$ cat src/rtl/seq_tx_pkg.sv
// rtl/seq_tx_pkg.sv - shared state encodings and default parameters for the seq_tx serial burst transmitter
package seq_tx_pkg;

    localparam int DEF_PAT_W = 5;
    localparam int DEF_CNT_W = 4;
    localparam logic [4:0] DEFAULT_PATTERN = 5'b10010;

    typedef enum logic [2:0] {
        S_IDLE   = 3'd0,
        S_SHIFT  = 3'd1,
        S_PARITY = 3'd2,
        S_GAP    = 3'd3,
        S_DONE   = 3'd4
    } state_t;

endpackage

$ cat src/rtl/seq_tx_shreg.sv
// rtl/seq_tx_shreg.sv - PAT_W-bit load/shift register, MSB out, zero fill
module seq_tx_shreg #(
    parameter int PAT_W = 5
) (
    input  logic             clk,
    input  logic             rst,
    input  logic             load,
    input  logic             shift,
    input  logic [PAT_W-1:0] d,
    output logic             msb
);

    logic [PAT_W-1:0] q;

    always_ff @(posedge clk or negedge rst) begin
        if (!rst) begin
            q <= '0;
        end else if (load) begin
            q <= d;
        end else if (shift) begin
            q <= {q[PAT_W-2:0], 1'b0};
        end
    end

    assign msb = q[PAT_W-1];

endmodule

$ cat src/rtl/seq_tx.sv
// rtl/seq_tx.sv - burst serial transmitter: repeated MSB-first frames with idle gaps
// Optional even-parity bit per frame: define SEQ_TX_PARITY_EN.
module seq_tx
    import seq_tx_pkg::*;
#(
    parameter int PAT_W = DEF_PAT_W,
    parameter int CNT_W = DEF_CNT_W
) (
    input  logic             clk,
    input  logic             rst,
    input  logic             start_valid,
    output logic             start_ready,
    input  logic [PAT_W-1:0] pattern,
    input  logic [CNT_W-1:0] repeat_cnt,
    input  logic [CNT_W-1:0] gap,
    output logic             a,
    output logic             frame_start,
    output logic             busy,
    output logic             done,
    output logic [2:0]       cstate
);

    localparam int BW = $clog2(PAT_W);

    state_t           state;
    logic [PAT_W-1:0] pat_q;
    logic [CNT_W-1:0] frames;
    logic [CNT_W-1:0] gap_q;
    logic [CNT_W-1:0] gcnt;
    logic [BW-1:0]    bcnt;

    logic             accept;
    logic             bit_last;
    logic             frame_end;
    logic             last;
    logic             reload;
    logic             sh_load;
    logic             sh_shift;
    logic             sh_msb;
    logic [PAT_W-1:0] sh_d;

    assign accept   = start_valid && start_ready && (state == S_IDLE);
    assign bit_last = (state == S_SHIFT) && (bcnt == BW'(PAT_W - 1));
`ifdef SEQ_TX_PARITY_EN
    assign frame_end = (state == S_PARITY);
`else
    assign frame_end = bit_last;
`endif
    assign last     = (frames == CNT_W'(1));
    // back-to-back frame (no gap) or the final gap cycle both restart the shifter
    assign reload   = (frame_end && !last && (gap_q == '0)) ||
                      ((state == S_GAP) && (gcnt == CNT_W'(1)));
    assign sh_load  = accept || reload;
    assign sh_shift = (state == S_SHIFT) && !bit_last;
    // a already carries the MSB on load, so the shifter holds the remaining bits
    assign sh_d     = accept ? {pattern[PAT_W-2:0], 1'b0} : {pat_q[PAT_W-2:0], 1'b0};

    seq_tx_shreg #(.PAT_W(PAT_W)) u_shreg (
        .clk   (clk),
        .rst   (rst),
        .load  (sh_load),
        .shift (sh_shift),
        .d     (sh_d),
        .msb   (sh_msb)
    );

    always_ff @(posedge clk or negedge rst) begin
        if (!rst) begin
            state       <= S_IDLE;
            pat_q       <= '0;
            frames      <= '0;
            gap_q       <= '0;
            gcnt        <= '0;
            bcnt        <= '0;
            a           <= 1'b0;
            frame_start <= 1'b0;
            busy        <= 1'b0;
            done        <= 1'b0;
            start_ready <= 1'b0;
        end else begin
            frame_start <= 1'b0;
            done        <= 1'b0;
            if (reload) begin
                state       <= S_SHIFT;
                a           <= pat_q[PAT_W-1];
                frame_start <= 1'b1;
                bcnt        <= '0;
                if (frame_end) begin
                    frames <= frames - CNT_W'(1);
                end
            end else if (frame_end) begin
                frames <= frames - CNT_W'(1);
                a      <= 1'b0;
                if (!last) begin
                    state <= S_GAP;
                    gcnt  <= gap_q;
                end else begin
                    state <= S_DONE;
                    done  <= 1'b1;
                    busy  <= 1'b0;
                end
            end else begin
                case (state)
                    S_IDLE: begin
                        a <= 1'b0;
                        if (accept) begin
                            state       <= S_SHIFT;
                            pat_q       <= pattern;
                            frames      <= (repeat_cnt == '0) ? CNT_W'(1) : repeat_cnt;
                            gap_q       <= gap;
                            bcnt        <= '0;
                            a           <= pattern[PAT_W-1];
                            frame_start <= 1'b1;
                            busy        <= 1'b1;
                            start_ready <= 1'b0;
                        end else begin
                            start_ready <= 1'b1;
                        end
                    end
                    S_SHIFT: begin
`ifdef SEQ_TX_PARITY_EN
                        if (bit_last) begin
                            state <= S_PARITY;
                            a     <= ^pat_q;
                        end else
`endif
                        begin
                            bcnt <= bcnt + BW'(1);
                            a    <= sh_msb;
                        end
                    end
                    S_GAP: begin
                        gcnt <= gcnt - CNT_W'(1);
                        a    <= 1'b0;
                    end
                    S_DONE: begin
                        state       <= S_IDLE;
                        a           <= 1'b0;
                        start_ready <= 1'b1;
                    end
                    default: begin
                        state       <= S_IDLE;
                        a           <= 1'b0;
                        busy        <= 1'b0;
                        start_ready <= 1'b1;
                    end
                endcase
            end
        end
    end

    assign cstate = state;

endmodule

$ cat config.mk
export PLATFORM = sky130hd
export DESIGN_NAME = seq_tx
export DESIGN_NICKNAME = d
export VERILOG_FILES = /design/src/rtl/seq_tx_pkg.sv /design/src/rtl/seq_tx_shreg.sv /design/src/rtl/seq_tx.sv
export SDC_FILE = /design/constraint.sdc
export NUM_CORES = 1
export LEC_CHECK = 0
export CAP_MARGIN = 10
export CORE_MARGIN = 2
export CORE_UTILIZATION = 50
export DETAILED_ROUTE_END_ITERATION = 10
export GPL_TIMING_DRIVEN = 0
export PLACE_DENSITY = 0.79
export SLEW_MARGIN = 20
export SYNTH_ARGS = -nofsm -noshare
export SYNTH_HDL_FRONTEND = slang
export SYNTH_HIERARCHICAL = 1
export SYNTH_SLANG_ARGS = --single-unit
$ cat constraint.sdc
create_clock -name clk -period 4.1 [get_ports clk]
set_clock_uncertainty 0.2 [all_clocks]
set_input_delay 0.82 -clock clk [delete_from_list [all_inputs] [get_ports clk]]
set_output_delay 0.82 -clock clk [all_outputs]
set_load 0.01 [all_outputs]
==> results.json <==
{
  "status": "completed",
  "synth-async-reset-ratio_pct": 100,
  "syn_to_final_growth_pct": 20.5,
  "crit_fanout": 10,
  "criticalPathCategory": "in2reg",
  "synth_top_area_share_pct": 46.7,
  "startpoint_type": "input pin",
  "cts_hold_buf": 0,
  "clock-root-buffer": "clkbuf_4",
  "coreArea_um2": 3360,
  "antenna_found_initial": 0,
  "layout.nets": 217,
  "setup_viol": 0,
  "globalplace.congestion": 0.893,
  "synth_flop_cell": "dfrtp_1",
  "die_w_um": 63.5,
  "worstPathArrival_ns": 2.57,
  "endpoint": "u_shreg/q[0]",
  "ys_top_cells_by_area": "dfrtp_1 (47%), mux2_2 (8.3%), mux2i_1 (5.7%)",
  "hold_viol_final": 0,
  "path_clk_slew_ns": 0.10,
  "drive_gt1_share_pct": 19.9,
  "syn_avg_cell_area_um2": 10.8,
  "cp-end-kind": "flop",
  "dpl.hpwl_um": 2760,
  "grt_pass1_vias": 1404,
  "route.detailed.drc": 0,
  "hp-class": "in2async",
  "rsz0062_at_grt": "no",
  "post_cts_buffers": 0,
  "place_area_um2": 2080,
  "drtIter0Drc": 72,
  "synth_area_um2": 1770,
  "overflow": 0,
  "period_share_pct": 60.9,
  "start_util_pct": 52.6,
  "tns_ns": 0,
  "cts_buffer_depth": 2,
  "ios": 24,
  "reg2reg_depth": 9,
  "cap_viol_max_count": 0,
  "port_buffers": 23,
  "cts_resized": 0,
  "ys_ff_latch": 33,
  "htree_levels": 2,
  "peakVddDrop_mv": 0.325,
  "diodes": 0,
  "die_h_um": 63.5,
  "vias_per_cell": 5.72,
  "final_max_slew_viol_count": 0,
  "startpoint": "start_valid",
  "vias": 1385,
  "grt_pass1_wl_um": 6510,
  "fmax_mhz": 400,
  "num_rows": 21,
  "reg2reg_slack_ns": 1.74,
  "insertion_delay_ns": 0.34,
  "syn_nets": 186,
  "avgRoutedWirePerCell_um": 15.5,
  "synth_top_area_cell": "dfrtp_1",
  "postSynthCellCount": 164,
  "cts_tree": "done",
  "post-route-min-period_ns": 2.50,
  "yosysSeqAreaShare_pct": 46.7,
  "r2r_end": "u_shreg/q[0]",
  "first_pass_iters": 4,
  "finalInstanceArea_um2": 2130,
  "leakage_nw": 0.960,
  "cts.sinks": 33,
  "die-area_um2": 4030,
  "antenna_left": 0,
  "nFillCells": 297,
  "ys_types": 43,
  "reg2reg_from": "frames[1]",
  "worstPathRequired_ns": 4.17,
  "drt-total-wl_um": 3750,
  "cellPowerDensity_nw_per_um2": 732,
  "grt_max_degree": 21,
  "worst_hold_slack_ns": 0.186,
  "numCtsBuffers": 5,
  "synth_edf_count": 0,
  "ys_warn_count": 6,
  "grt_use_total_pct": 21.3
}
[worst max-delay path, stage by stage]
cell	delay (ns)
clkdlybuf4s50_1	0.48
and4b_1	0.21
buf_2	0.15
buf_4	0.19
or2_2	0.31
buf_6	0.14
nand2b_1	0.15
o21ai_2	0.11
[cells in the mapped netlist (4+ instances only)]
cell type	instances
a21oi_1	6
dfrtp_1	33
ha_1	6
inv_1	8
mux2_2	13
mux2i_1	10
nand2_1	11
nor2_1	7
nor3_1	4
o21ai_0	6
o21ai_1	4
o22ai_1	6
[through the flow]
stage / setup WS, ns / std cells / utilization, % / total power (W)
6_report: 1.60 / 242 / 63.3 / 0.00156
5_1_grt: 1.53 / 242 / 63.3 / 0.00168
4_1_cts: 1.62 / 242 / 63.3 / 0.00156
3_5_place_dp: 1.28 / 234 / 61.8 / 0.00137
3_3_place_gp: 1.31 / 233 / 61.1 / 0.00133
2_1_floorplan: 1.90 / 164 / - / 0.00115
[sequential cells by signal, summed over array words and instances, names as in the netlist]
name	cells
frames	4
a	1
busy	1
frame_start	1
cstate	3
gcnt	4
pat_q	5
gap_q	4
start_ready	1
u_shreg/q	5
bcnt	3
done	1
[layer usage]
metal  GRT usage (%)  wire, um  vias up
li1                -         -      657
met1            25.2      1580      683
met2            36.2      1900       39
met3            6.61       198        6
met4            7.88        69        0
met5               0         0        -
[layout make-up]
| type | instances | area [um^2] | share of cell area [%] |
|---|---|---|---|
| Buffer | 8 | 65.1 | 3.06 |
| Tap cell | 46 | 57.6 | 2.70 |
| Inverter | 8 | 30.0 | 1.41 |
| Multi-Input combinational cell | 115 | 847 | 39.8 |
| Timing Repair Buffer | 24 | 253 | 11.9 |
| Clock inverter | 2 | 10.0 | 0.470 |
| Clock buffer | 6 | 41.3 | 1.94 |
| Sequential cell | 33 | 826 | 38.8 |
[kinds of logic (layout without fill, tap and decap cells)]
group | after synthesis | in the layout | synth area share [%]
fa+ha+maj | 6 | 6 | 4.25
flops | 33 | 33 | 46.7
other cells | 1 | 1 | 0.212
buf+inv | 16 | 48 | 5.38
mux | 23 | 23 | 13.9
simple gates | 49 | 49 | 15.7
compound gates | 36 | 36 | 13.8
[layout by cell type, fill, tap and decap left out, types with 5 or more instances in the layout]
cell,Yosys,final
dfrtp_1,33,33
o21ai_0,6,6
nand2_1,11,11
o22ai_1,6,6
ha_1,6,6
mux2i_1,10,10
nor2_1,7,7
clkbuf_4,0,5
mux2_2,13,13
inv_1,8,8
clkdlybuf4s50_1,0,22
a21oi_1,6,6
[power by group]
group	switching [W]	internal [W]	leakage, nW
sequential	0.000124	0.000470	0.409
combinational	0.000386	0.000400	0.518
clock	0.000113	0.0000653	0.0320
total	0.000623	0.000935	0.960
[worst min-delay path by stage]
stage              from       end  slack (ns)  cells after the start
6_report            rst  pat_q[1]        0.19                      1
3_5_place_dp   pat_q[3]  pat_q[3]        0.29                      1
2_1_floorplan  pat_q[4]         a        0.27                      1
3_3_place_gp   pat_q[1]  pat_q[1]        0.29                      1
5_1_grt             rst  pat_q[1]        0.20                      1
4_1_cts             rst  pat_q[1]        0.18                      1
(Power assumes the default switching activity.)
